**config.mk**
```make
export PLATFORM = sky130hd
export DESIGN_NAME = instruction_fetch
export DESIGN_NICKNAME = d
export VERILOG_FILES = /design/src/rtl/fetch_pkg.sv /design/src/rtl/fetch_pc_reg.sv /design/src/rtl/instruction_fetch.sv
export SDC_FILE = /design/constraint.sdc
export NUM_CORES = 1
export LEC_CHECK = 0
export ABC_AREA = 1
export CAP_MARGIN = 20
export CORE_ASPECT_RATIO = 1.4
export CORE_UTILIZATION = 47
export DETAILED_ROUTE_END_ITERATION = 8
export PLACE_DENSITY = 0.85
export REMOVE_ABC_BUFFERS = 1
export SYNTH_ARGS = -nofsm -noshare
export SYNTH_HDL_FRONTEND = slang
export SYNTH_SLANG_ARGS = --single-unit
```
**constraint.sdc**
```tcl
create_clock -name CLK -period 1.98 [get_ports CLK]
set_input_delay 0.198 -clock CLK [delete_from_list [all_inputs] [get_ports CLK]]
set_output_delay 0.198 -clock CLK [all_outputs]
set_load 0.005 [all_outputs]
```
**src/rtl/fetch_pkg.sv**
```systemverilog
// Shared types and instruction-field constants for the fetch stage and the
// control decoder that consumes its opcode output.
package fetch_pkg;

  typedef enum logic [2:0] {
    IDLE,
    REQ,
    WAIT,
    HOLD,
    DRAIN
  } fetch_state_e;

  localparam int INSTR_W    = 32;
  localparam int OPCODE_MSB = 31;
  localparam int OPCODE_LSB = 21;
  localparam int OPCODE_W   = OPCODE_MSB - OPCODE_LSB + 1;
  localparam int PC_INC     = 4;

  function automatic logic [OPCODE_W-1:0] opcode_of(input logic [INSTR_W-1:0] word);
    return word[OPCODE_MSB:OPCODE_LSB];
  endfunction

endpackage

```
**src/rtl/fetch_pc_reg.sv**
```systemverilog
// Program counter: reset value, sequential +4 advance and branch-target load.
// A load always takes priority over an increment in the same cycle.
module fetch_pc_reg
  import fetch_pkg::*;
#(
  parameter int                ADDR_W   = 64,
  parameter logic [ADDR_W-1:0] RESET_PC = '0
) (
  input  logic              CLK,
  input  logic              resetl,
  input  logic              inc,
  input  logic              load,
  input  logic [ADDR_W-1:0] load_pc,
  output logic [ADDR_W-1:0] pc
);

  logic [ADDR_W-1:0] pc_q, pc_d;

  // NOTE: pc_d gets a default before any branch so no path leaves it unassigned and infers a latch.
  always_comb begin
    pc_d = pc_q;
    if (load) begin
      pc_d = load_pc;
    end else if (inc) begin
      pc_d = pc_q + ADDR_W'(PC_INC);
    end
  end

  // NOTE: state registers use non-blocking assignments so every flop samples pre-edge values.
  always_ff @(posedge CLK) begin
    if (!resetl) begin
      pc_q <= RESET_PC;
    end else begin
      pc_q <= pc_d;
    end
  end

  assign pc = pc_q;

endmodule

```
**src/rtl/instruction_fetch.sv**
```systemverilog
// Fetch stage: issues one word read at a time, holds the returned instruction
// for decode and follows branch redirects from execute.
module instruction_fetch
  import fetch_pkg::*;
#(
  parameter int                ADDR_W   = 64,
  parameter logic [ADDR_W-1:0] RESET_PC = '0,
  parameter int                MAX_WAIT = 15
) (
  input  logic                CLK,
  input  logic                resetl,
  output logic                imem_req_valid,
  input  logic                imem_req_ready,
  output logic [ADDR_W-1:0]   imem_addr,
  input  logic                imem_rsp_valid,
  input  logic [INSTR_W-1:0]  imem_rsp_data,
  output logic                instr_valid,
  input  logic                instr_ready,
  output logic [INSTR_W-1:0]  instr,
  output logic [OPCODE_W-1:0] opcode,
  output logic [ADDR_W-1:0]   instr_pc,
  input  logic                redirect,
  input  logic [ADDR_W-1:0]   redirect_pc,
  output logic                fetch_timeout
);

  localparam int CNT_W = $clog2(MAX_WAIT + 1);
  localparam logic [CNT_W-1:0] CNT_MAX = CNT_W'(MAX_WAIT);

  fetch_state_e       state_q, state_d;
  logic [CNT_W-1:0]   cnt_q, cnt_d;
  logic [INSTR_W-1:0] instr_q, instr_d;
  logic [ADDR_W-1:0]  instr_pc_q, instr_pc_d;
  logic               timeout_q, timeout_d;
  logic               pc_inc;
  logic [ADDR_W-1:0]  pc;

  fetch_pc_reg #(
    .ADDR_W  (ADDR_W),
    .RESET_PC(RESET_PC)
  ) u_pc (
    .CLK    (CLK),
    .resetl (resetl),
    .inc    (pc_inc),
    .load   (redirect),
    .load_pc(redirect_pc),
    .pc     (pc)
  );

  always_comb begin
    state_d    = state_q;
    cnt_d      = cnt_q;
    instr_d    = instr_q;
    instr_pc_d = instr_pc_q;
    timeout_d  = timeout_q;
    pc_inc     = 1'b0;
    unique case (state_q)
      IDLE: state_d = REQ;
      REQ: begin
        if (imem_req_ready) begin
          // An accepted request is in flight even if we were redirected.
          state_d = redirect ? DRAIN : WAIT;
          cnt_d   = '0;
        end
      end
      WAIT: begin
        if (imem_rsp_valid) begin
          state_d = redirect ? REQ : HOLD;
          if (!redirect) begin
            instr_d    = imem_rsp_data;
            instr_pc_d = pc;
          end
        end else begin
          if (cnt_q != CNT_MAX) cnt_d = cnt_q + 1'b1;
          if (cnt_d == CNT_MAX) timeout_d = 1'b1;
          if (redirect) state_d = DRAIN;
        end
      end
      HOLD: begin
        if (redirect) begin
          state_d = REQ;
        end else if (instr_ready) begin
          pc_inc  = 1'b1;
          state_d = REQ;
        end
      end
      DRAIN: if (imem_rsp_valid) state_d = REQ;
      default: state_d = IDLE;
    endcase
    if (redirect && state_q inside {IDLE, HOLD}) state_d = REQ;
  end

  always_ff @(posedge CLK) begin
    if (!resetl) begin
      state_q    <= IDLE;
      cnt_q      <= '0;
      instr_q    <= '0;
      instr_pc_q <= '0;
      timeout_q  <= 1'b0;
    end else begin
      state_q    <= state_d;
      cnt_q      <= cnt_d;
      instr_q    <= instr_d;
      instr_pc_q <= instr_pc_d;
      timeout_q  <= timeout_d;
    end
  end

  // Handshake outputs are forced low during the reset cycle itself.
  assign imem_req_valid = resetl && (state_q == REQ);
  assign imem_addr      = imem_req_valid ? pc : '0;
  assign instr_valid    = resetl && (state_q == HOLD);
  assign instr          = instr_q;
  assign opcode         = opcode_of(instr_q);
  assign instr_pc       = instr_pc_q;
  assign fetch_timeout  = timeout_q;

endmodule

```
==> results of run 1 <==
## synthesized netlist by cell type (all sizes together), types with 13 or more instances
cell type | n | area share (%)
inv | 124 | 5.3
nand3 | 66 | 4.0
clkbuf | 39 | 1.7
nand4 | 13 | 0.93
buf | 36 | 2.6
xor2 | 14 | 1.4
o21ai | 142 | 8.1
a21oi | 105 | 6.2
nand2 | 290 | 13
a31oi | 25 | 1.8
nor2 | 283 | 13
dfxtp | 168 | 38
## worst max-delay path by stage
| stage | endpoint | slack (ps) | cells after the start |
|---|---|---|---|
| global placement | imem_addr[22] | 170 | 7 |
| CTS | imem_addr[46] | -160 | 9 |
| finish | imem_addr[9] | -140 | 7 |
| floorplan | instr[0] | -2920 | 7 |
| global route | imem_addr[3] | -200 | 7 |
| detailed placement | imem_addr[57] | 70 | 7 |
## sequential cells by signal, summed over array words and instances, names as in the netlist
register       cells
instr_pc          64
instr             32
cnt_q              4
state_q            3
u_pc.pc           64
fetch_timeout      1
## logic make-up (layout without fill, tap and decap cells)
group | after synthesis | in the layout
other | 0 | 1
xor gates and xnor gates | 15 | 15
muxes | 1 | 1
adders and majority gates | 2 | 2
buffers and inverters | 199 | 478
AOI/OAI and AO/OA | 286 | 286
DFF | 168 | 168
and+or+nand+nor | 668 | 668
## metrics by stage
stage          hold WS [ps]  TNS, ps  power (W)  worst slack, ps
6_report                153    -2360    0.00976             -137
5_1_grt                 177    -5140     0.0101             -200
4_1_cts                 146    -2680    0.00968             -162
3_5_place_dp            475        0    0.00571             69.6
3_3_place_gp            438        0    0.00565              170
2_1_floorplan           324  -225140    0.00459            -2920
## layout make-up
class                      count  area (um^2)
multi-input combinational    972         4750
clock inverter                14          193
clock buffer                  18          439
fill                        1498         5540
inverter                     124          468
sequential                   168         3370
tap                          240          300
antenna                        1         2.50
timing repair buffer         322         3080
## power by group
| group | internal, W | leakage, nW | switching, W |
|---|---|---|---|
| sequential | 0.00362 | 1.37 | 0.000195 |
| combinational | 0.00116 | 3.30 | 0.00121 |
| clock | 0.00206 | 0.303 | 0.00153 |
## metal layers
metal / GRT usage [%] / up-vias / routed length (um) / part of all wire [%]
li1: - / 4850 / - / -
met1: 35.0 / 4660 / 11800 / 37
met2: 60.7 / 509 / 16400 / 51
met3: 6.63 / 102 / 2220 / 6.9
met4: 19.1 / 0 / 1660 / 5.2
met5: 0 / - / 0 / 0
## repair_timing
action | 4_1_cts | 5_1_grt
gates resized for setup | 206 | 53
buffers inserted | 13 | 4
endpoints found under the setup margin | 65 | 85
pin swaps | 2 | 7
hold endpoints to repair | 0 | 0
cloned | 3 | 0
hold buffers | 0 | 0
## worst min-delay path: stages
cell     delay [ps]
buf_2           190
nand2_1          90
a31oi_1          70
==> results.yml, run 1 <==
outcome:
  status: "complete, but fails checks"
  violations: "setup timing"
floorplanning:
  rows: 58
  die_w_um: 117
  start_util_pct: 48.3
  coreArea_um2: 18100
  die_area_um2: 19200
  die_h_um: 164
  pin_count: 276
synth:
  ys_async_sr_fraction_pct: 0
  syn-mean-instance-area_um2: 6.54
  yosysSeqAreaShare_pct: 38.4
  ys_warn_count: 0
  synth_top_family_by_area: "simple AND/OR/NAND/NOR gates"
  synthAdderAreaFrac_pct: 0.286
  postSynthCellCount: 1339
  synth-edff-count: 0
  synth-xor-area-share_pct: 1.50
  synthMuxAreaShare_pct: 0.114
  ys.flop_type: "dfxtp_1"
  syn_area_um2: 8760
  synth-compound-area-share_pct: 17.5
  ys_ff_latch: 168
  synth.distinct_cells: 40
  post_synth_and_or_nand_nor_area_fraction_pct: 32.6
clock_network:
  clk_latency_ps: 440
  numCtsBuffers: 17
  htree_levels: 4
  clkSinkCount: 168
  cts_tree: "yes"
  cts_buffer_depth: 2
  root_buffer: "clkbuf_16"
  clk_pin_slew_worst_paths_ps: 70
global_routing:
  grt_max_degree: 104
  grt_pass1_wl_um: 50200
  grt_util_all_layers_pct: 33.0
  antenna_found_initial: 1
  first_global_vias: 9851
  grt.overflow.total: 0
final_layout:
  final_nets: 1709
  fin_area_um2: 12600
  stdcell_count: 1859
  area_delta_synth_final_pct: 43.9
  final_util_pct: 69.5
  final_cell_mix: "279 x nand2_1, 239 x nor2_1, 207 x clkdlybuf4s50_1"
  drive_gt1_share_pct: 13.8
  final_common_cell: "nand2_1"
critical_path:
  cp_top_family: "buffers and inverters"
  arrival_ps: 1920
  cp_max_fo: 15
  worstSetupPathType: "reg2out"
  start_kind: "register"
  crit_start: "state_q[2]"
  r2r_slack_ps: 60
  crit_slowest_cell: "dfxtp_4"
  critPathMaxStageDelay_ps: 360
  end_kind: "output port"
  reg2reg_from: "state_q[1]"
  cp_cell_sequence: "nor3_4 > inv_2 > nor2_4 > inv_4 > bufbuf_16 > nor2_2 > clkdlybuf4s15_2"
  required_ps: 1780
  rr_worst_depth: 9
  critPathBufInv: 4
  regToRegEndpoint: "instr[26]"
routing:
  drcViolationCount: 0
  viasPerCell: 5.44
  postRouteAntennaNets: 0
  wl_per_cell_um: 17.3
  vias: 10100
  wl_um: 32100
  dr.first_iter.drc_count: 784
  drt-pass1-iter-count: 7
place:
  port_buffers: 275
  place_hpwl_um: 22400
  dp.cells: 1808
  gp_congestion: 1.03
  placed_cell_area_um2: 11700
sta:
  drv_slew: 0
  slew_headroom_pct: 46.5
  tightest_slew_ps: 803
  fmax_mhz: 472
  setup_viol: 34
  hold_violations: 0
  post-route-period-util_pct: 107
  fin_skew_ps: 12.8
  rsz0062_at_grt: "true"
  layout_min_cycle_time_ps: 2120
  fin_ws_ps: -137
min_path:
  holdCritStartpoint: "redirect"
  min_path_type: "in2reg"
  min_path_cells: 3
  min_to: "u_pc.pc[3]"
run:
  maxCapViolations: 0
power:
  p_per_area_nw_per_um2: 774
  power_leakage_nw: 4.97
  peakVddDrop_uv: 566
Power figures use the tool's default switching activity.
==> run 2: changes to the inputs <==
CORE_ASPECT_RATIO = 0.75   (was 1.4)
RECOVER_POWER = 100   (was default)
==> results.yml, run 2 (synthesis gave the netlist of run 1 again) <==
final_layout:
  antennaDiodeCount: 0
  drive_gt1_share_pct: 13.4
  final_common_cell: "nand2_1"
  final_cell_mix: "281 x nand2_1, 234 x nor2_1, 163 x dfxtp_1"
  multiInputGateArea_um2: 4760
  final_util_pct: 70.4
  area_delta_synth_final_pct: 44.0
  final_nets: 1711
  seq_area_um2: 3370
  nFillCells: 1450
power:
  p_per_area_nw_per_um2: 761
  power_leakage_nw: 5.30
  peakVddDrop_uv: 537
clock_network:
  numCtsBuffers: 17
  hold_buffers: 0
  htree_levels: 4
  cts_buffer_depth: 2
  clk_latency_ps: 430
  clk_pin_slew_worst_paths_ps: 60
  root_buffer: "clkbuf_16"
  clkSinkCount: 168
  cts_tree: "yes"
global_routing:
  grt.overflow.total: 0
  antenna_found_initial: 0
  grt_util_all_layers_pct: 31.6
  grt_max_degree: 104
  grt_pass1_wl_um: 48200
  first_global_vias: 9273
critical_path:
  start_kind: "register"
  required_ps: 1780
  worstSetupPathType: "reg2out"
  r2r_slack_ps: 40
  cp_max_fo: 37
  end_kind: "output port"
  arrival_ps: 1820
routing:
  drt-pass1-iter-count: 5
  vias: 10100
  drcViolationCount: 0
  wl_um: 31300
  viasPerCell: 5.42
  postRouteAntennaNets: 0
  wl_per_cell_um: 16.8
  dr.first_iter.drc_count: 1167
floorplanning:
  start_util_pct: 48.9
  rows: 42
  die_w_um: 160
  die_h_um: 120
  pin_count: 276
  die_area_um2: 19200
  coreArea_um2: 17900
run:
  maxCapViolations: 1
place:
  gp_congestion: 0.969
  pre_cts_ws_ps: 48.8
  port_buffers: 275
  place_hpwl_um: 22000
sta:
  post-route-period-util_pct: 102
  tightest_slew_ps: 1620
  layout_min_cycle_time_ps: 2020
  rsz0062_at_grt: "true"
  fin_ws_ps: -39.3
  fin_skew_ps: 10.9
  drv_slew: 104
  setup_viol: 25
  hold_violations: 0
  slew_headroom_pct: -7.85
  fmax_mhz: 495
  holdWs_ps: 186
outcome:
  status: "complete, but fails checks"
  violations: "capacitance limit, slew limit, setup timing"
min_path:
  min_path_type: "in2reg"
-- run 2: cell count changes in the layout (fill, tap and decap cells not counted), moves of 5 or more --
cell	change
nor2_2	+5
nor2_1	-5
clkdlybuf4s15_2	-7
clkdlybuf4s50_1	-107
clkdlybuf4s15_1	+17
dlygate4sd3_1	+108
-- run 2: path summary, 6_finish.rpt --
check	cells after the start	endpoint	start
worst max register to register	9	u_pc.pc[52]	state_q[1]
worst min-delay path	3	u_pc.pc[25]	redirect
worst min register to register	2	fetch_timeout	fetch_timeout
worst max-delay path	7	imem_addr[37]	state_q[2]
-- run 2: power breakdown --
group          total, W  internal [W]  switching (W)
logic           0.00225       0.00107        0.00119
clock network   0.00355       0.00207        0.00148
registers       0.00380       0.00362       0.000183
-- run 2: area by class of cell --
cell class	count	share of cell area [%]
clock buffers	20	3.62
clock inverters	12	1.31
multi-input cells	972	37.7
inverters	124	3.71
repair buffers	324	24.5
flip-flops and latches	168	26.7
well taps	242	2.40
-- run 2: metrics by stage --
step                power [W]  std cells  cell area, um^2  TNS, ps
floorplan             0.00459       1264             8390  -225140
global placement      0.00564       1812            11800        0
detailed placement    0.00570       1812            11800        0
CTS                   0.00952       1859            12600    -2470
global route          0.00995       1862            12600    -3920
finish                0.00960       1862            12600     -399
-- run 2: critical path, stage by stage (launching register included) --
cell and delay (ps):
dfxtp_4 360, nor3_4 200, inv_2 80, nor2_4 150
inv_4 70, buf_12 170, nor2_2 100, dlygate4sd2_1 230
-- run 2: what timing repair did --
item                       in CTS  in global routing
setup endpoints to repair      65                 87
gates cloned                    2                  0
gates resized for setup       175                 77
setup buffers                  13                  6
pin swaps                       1                 10
hold endpoints to repair        0                  0
-- run 2: metal layers --
| metal | global-route usage [%] | vias to the layer above | routed length [um] |
|---|---|---|---|
| li1 | - | 4850 | - |
| met3 | 6.28 | 53 | 3000 |
| met1 | 44.1 | 4621 | 13700 |
| met4 | 9.80 | 0 | 614 |
| met5 | 0 | - | 0 |
| met2 | 48.9 | 565 | 13900 |
==> run 3: changes to the inputs <==
GPL_ROUTABILITY_DRIVEN = 0   (was default)
==> results.yml, run 3 (synthesis gave the netlist of run 1 again) <==
final_layout:
  drive_gt1_share_pct: 15.8
  final_common_cell: "nand2_1"
  final_cell_mix: "281 x nand2_1, 216 x nor2_1, 193 x clkdlybuf4s50_1"
  antennaDiodeCount: 0
  fin_area_um2: 12700
  final_nets: 1711
  area_delta_synth_final_pct: 45.2
  nFillCells: 1418
  stdcell_count: 1860
  final_util_pct: 71.0
floorplanning:
  start_util_pct: 48.9
  coreArea_um2: 17900
  pin_count: 276
  die_area_um2: 19200
  die_h_um: 120
  die_w_um: 160
  rows: 42
sta:
  setup_tns_ps: -1210
  slew_headroom_pct: 36.7
  tightest_slew_ps: 950
  fmax_mhz: 490
  post-route-period-util_pct: 103
  layout_min_cycle_time_ps: 2040
  setup_viol: 35
  drv_slew: 0
  hold_violations: 0
  fin_ws_ps: -61.1
  rsz0062_at_grt: "true"
  fin_skew_ps: 8.82
power:
  p_seq_share_pct: 38.7
  p_total_w: 0.00985
  p_per_area_nw_per_um2: 774
  p_switching_w: 0.00287
  clkPwrFrac_pct: 36.6
  p_sw_share_pct: 29.2
  combPwrFrac_pct: 24.8
  p_int_w: 0.00698
  power_leakage_nw: 5.04
  peakVddDrop_uv: 525
critical_path:
  regToRegEndpoint: "u_pc.pc[44]"
  end_kind: "output port"
  start_kind: "register"
  worstSetupPathType: "reg2out"
  cp_max_fo: 7
  r2r_slack_ps: 40
  arrival_ps: 1840
  reg2reg_from: "u_pc.pc[3]"
  rr_worst_depth: 10
  required_ps: 1780
routing:
  vias: 10200
  met3_length_um: 3580
  viasPerCell: 5.48
  wl_per_cell_um: 17.2
  dr_wl_met2_um: 14100
  wl_met1_um: 13300
  drcViolationCount: 0
  dr.first_iter.drc_count: 993
  postRouteAntennaNets: 0
  drt-pass1-iter-count: 9
  maxUsedRoutingLayer: "met4"
  wl_um: 32000
clock_network:
  htree_levels: 4
  hold_buffers: 0
  cts_tree: "yes"
  cts_buffer_depth: 2
  root_buffer: "clkbuf_16"
  clk_pin_slew_worst_paths_ps: 60
  clkSinkCount: 168
  numCtsBuffers: 17
  clk_latency_ps: 430
min_path:
  min_path_type: "in2reg"
  holdCritStartpoint: "redirect"
  min_path_cells: 4
  min_to: "instr_pc[46]"
global_routing:
  first_global_vias: 9212
  grt_util_all_layers_pct: 31.5
  grt_max_degree: 104
  grt.overflow.total: 0
  antenna_found_initial: 0
  grt_pass1_wl_um: 48000
run:
  maxCapViolations: 0
outcome:
  status: "complete, but fails checks"
  violations: "setup timing"
place:
  placed_cell_area_um2: 11800
  port_buffers: 275
  dp.cells: 1814
  place_hpwl_um: 21800
-- run 3: power groups by stage --
stage                     clock network (W)  registers (W)  logic [W]
after floorplan                           0        0.00385   0.000738
after global placement                    0        0.00385    0.00179
after detailed placement                  0        0.00386    0.00183
after CTS                           0.00361        0.00379    0.00206
after global routing                0.00374        0.00383    0.00260
final                               0.00360        0.00381    0.00244
-- run 3: timing repair --
action / 4_1_cts / 5_1_grt
resized for setup: 222 / 123
endpoints found under the setup margin: 65 / 87
setup buffers: 9 / 3
pin swaps: 2 / 6
cloned: 1 / 4
-- run 3: worst max-delay path by stage --
| stage | start | to | slack (ps) | cells past startpoint |
|---|---|---|---|---|
| global route | state_q[2] | imem_addr[15] | -140 | 7 |
| CTS | state_q[0] | imem_addr[50] | -130 | 9 |
| floorplan | state_q[1] | instr[0] | -2920 | 7 |
| global placement | state_q[2] | imem_addr[38] | 70 | 7 |
| detailed placement | state_q[2] | imem_addr[38] | 30 | 7 |
| finish | state_q[2] | imem_addr[39] | -60 | 8 |
-- run 3: through the flow --
stage | hold WS [ps] | worst slack (ps)
after CTS | 273 | -132
after global placement | 442 | 67.4
final | 290 | -61.1
after detailed placement | 440 | 28.9
after global routing | 356 | -140
after floorplan | 324 | -2920
-- run 3: worst max-delay path, stage by stage (launching register included) --
cell,delay [ps]
dfxtp_4,370
nor3_4,200
inv_2,70
nor2_4,160
inv_8,100
buf_16,150
buf_12,140
nor2_4,100
buf_6,100
-- run 3: layout make-up --
cell class | instances | area [um^2] | area share (%)
Multi-Input combinational cell | 972 | 4840 | 38.1
Sequential cell | 168 | 3370 | 26.5
Timing Repair Buffer | 324 | 3110 | 24.4
Clock buffer | 22 | 474 | 3.73
Inverter | 124 | 473 | 3.72
Tap cell | 242 | 303 | 2.38
Clock inverter | 8 | 145 | 1.14
-- run 3: routing by layer --
metal / vias up / GRT usage, %
li1: 4850 / -
met1: 4648 / 43.0
met2: 586 / 48.3
met3: 105 / 7.75
met4: 0 / 11.2
met5: - / 0
==> variant (config.mk and constraints of run 3) <==
Put one more register stage on the output `fetch_timeout`, cleared by the reset. The value now appears one clock later. The other outputs are not delayed to match.
--- a/src/rtl/instruction_fetch.sv
+++ b/src/rtl/instruction_fetch.sv
@@ -113,7 +113,13 @@
   assign instr          = instr_q;
   assign opcode         = opcode_of(instr_q);
   assign instr_pc       = instr_pc_q;
-  assign fetch_timeout  = timeout_q;
+  always_ff @(posedge CLK) begin
+    if (!resetl) begin
+      fetch_timeout <= '0;
+    end else begin
+      fetch_timeout <= timeout_q;
+    end
+  end
 
 endmodule
 
Check against the original RTL: no difference found for any inputs over 4 cycles, from zero or initial values and one cycle with resetl low; that may be too few to reach the edited logic, so the function may still have changed.
==> variant against run 3 <==
The run ends with capacitance limit, slew limit, setup timing left. Clock skew is 2.3 ps higher. Sequential cell count grew 1. Die area about the same. Cell count is 0.54% lower. Worst setup slack worse by 39 ps. Final area fell by 2.2%. Critical path depth unchanged. Sequential share of layout area is 0.70 points higher. Via count fell by 0.17%. Area after synthesis barely moved. Wire length down 1.7%. Power down 2.7%. Non-clock buffer count down 13. Largest cell class unchanged.
==> variant: results (changes against run 3) <==
The number of max-capacitance violations reported is 1 (+1). The final reports fail on capacitance limit, slew limit, setup timing. The register area share after synthesis came out at 0.386 (+0.00262). The fraction of layout instances using a drive strength above 1 is 0.143 (-0.0146). The sequential share of power came out at 0.399 (+0.012).

The total wire length came to 31.4 mm (-1.7%). The DRC marker count from the first detailed-route iteration is 1165 (+17%). The depth of the worst register-to-register path came out at 12 (+2). In the post-synthesis netlist, the biggest area contributors are sky130_fd_sc_hd__dfxtp_1 (39%), sky130_fd_sc_hd__nor2_1 (11%), sky130_fd_sc_hd__nand2_1 (11%). The worst setup slack for register-to-register paths is 120 ps (+80 ps). The worst path arrival time came out at 1880 ps (+40 ps). The normalized max-slew margin is -0.0951 (-0.462). The aggregate global-route resource usage came out at 0.319 (+0.00348). The leakage component of the power was 0.00510 µW (+1.2%). Clock latency on the worst-skew pair, taken at its later pin, is 440 ps. The number of buffers inserted during clock tree synthesis is 17 (unchanged). The count of unique library cells instantiated by Yosys came to 39 (-2.5%). The highest fanout seen on the critical path came out at 13 (+6). The via count of the first global-routing pass is 9378 (+1.8%). By count the netlist is led by sky130_fd_sc_hd__nor2_1 (265), sky130_fd_sc_hd__nand2_1 (256), sky130_fd_sc_hd__dfxtp_1 (169). The final count of pins violating max slew is 108 (+108). The first-pass GRT wire length is 48.2 mm (+0.40%).

The number of iterations in the first detailed-routing pass came out at 6 (-3). The half-perimeter wire length after detailed placement came out at 22.1 mm (+1.2%). The pin count of the biggest net entering global routing is 108 (+3.8%). The worst-case vdd ir drop is 658 µV (+25%).

The final core utilization is 0.694 (-0.0156). In this run the critical register-to-register path is launched from u_pc.pc[2]. The instance area at placement was 0.0117 mm² (-0.53%). The initial antenna violation count was 0 (unchanged). The endpoint of the worst hold path is u_pc.pc[3]. The layout net count came to 1699 (-0.70%). The combinational cell fraction of total power came out at 0.227 (-0.021). The run finished, with violations left.

The critical path starts at state_q[0]. The summed instance area of the synthesized netlist is 0.00875 mm² (about the same). The average via count per standard cell came out at 5.50 (+0.37%).

The critical path ends at imem_addr[40]. The setup skew after layout is 11.2 ps (+2.33 ps). The final count of negative-setup-slack endpoints is 30 (-14%).

The worst hold path stage count is 4 (unchanged). The cell-internal power came out at 6660 µW (-4.6%). The number of fill cells in the layout is 1516 (+6.9%).

The setup slack after layout is -101 ps (-39.4 ps).
## variant: cell types whose count changed in the layout (fill, tap and decap cells not counted), moves of 7 or more
cell | before | now
sky130_fd_sc_hd__buf_6 | 7 | 0
sky130_fd_sc_hd__clkdlybuf4s50_1 | 193 | 100
sky130_fd_sc_hd__clkbuf_2 | 12 | 35
sky130_fd_sc_hd__buf_4 | 32 | 24
sky130_fd_sc_hd__nand4_1 | 13 | 20
sky130_fd_sc_hd__nor2_1 | 216 | 229
sky130_fd_sc_hd__dlygate4sd2_1 | 0 | 7
sky130_fd_sc_hd__nor2_4 | 33 | 19
sky130_fd_sc_hd__nand2_1 | 281 | 256
sky130_fd_sc_hd__nand2_2 | 4 | 17
sky130_fd_sc_hd__dlygate4sd3_1 | 15 | 108
sky130_fd_sc_hd__buf_2 | 37 | 10
## variant: cell type report
| type | instances | share of cell area |
|---|---|---|
| Sequential cell | 169 | 0.272 |
| Multi-Input combinational cell | 970 | 0.377 |
| Clock inverter | 14 | 0.0150 |
| Clock buffer | 18 | 0.0345 |
| Timing Repair Buffer | 311 | 0.238 |
| Tap cell | 242 | 0.0243 |
| Inverter | 126 | 0.0388 |
## variant: per-layer routing
metal  vias to the layer above  GRT usage  part of all wire
met5                         -          0                 0
met4                         0      0.141             0.034
met3                        99     0.0902              0.11
met2                       581      0.505              0.44
met1                      4647      0.405              0.41
li1                       4845          -                 -
## variant: critical path: stages (launching register included)
cell	delay, ps
sky130_fd_sc_hd__dfxtp_2	350
sky130_fd_sc_hd__inv_2	50
sky130_fd_sc_hd__nor3_4	200
sky130_fd_sc_hd__inv_2	80
sky130_fd_sc_hd__nor2_4	180
sky130_fd_sc_hd__inv_8	100
sky130_fd_sc_hd__buf_12	170
sky130_fd_sc_hd__nor2_1	90
sky130_fd_sc_hd__clkdlybuf4s15_2	200
## variant: what timing repair did
item,4_1_cts,5_1_grt
resized for setup,114,140
hold buffers,0,0
gates cloned,3,2
endpoints found under the setup margin,65,68
pin swaps,0,3
setup buffers,3,3
## variant: kinds of logic (layout without fill, tap and decap cells)
logic type      after synthesis  count (layout)  synth area share
compound gates              296             296             0.179
xor+xnor                     12              12            0.0120
fa+ha+maj                     2               2           0.00286
buf+inv                     200             469            0.0953
flops                       169             169             0.386
simple gates                660             660             0.325
## variant: metrics by stage
| step | power [µW] | setup WS (ps) | hold WS, ps | cells | setup TNS [ps] |
|---|---|---|---|---|---|
| global placement | 5660 | 94.5 | 422 | 1808 | 0 |
| global route | 9910 | -149 | 270 | 1850 | -4260 |
| CTS | 9430 | -98.3 | 240 | 1846 | -1120 |
| detailed placement | 5720 | -1.12 | 431 | 1808 | -1.12 |
| floorplan | 4610 | -832 | 296 | 1265 | -75190 |
| finish | 9590 | -101 | 239 | 1850 | -1870 |
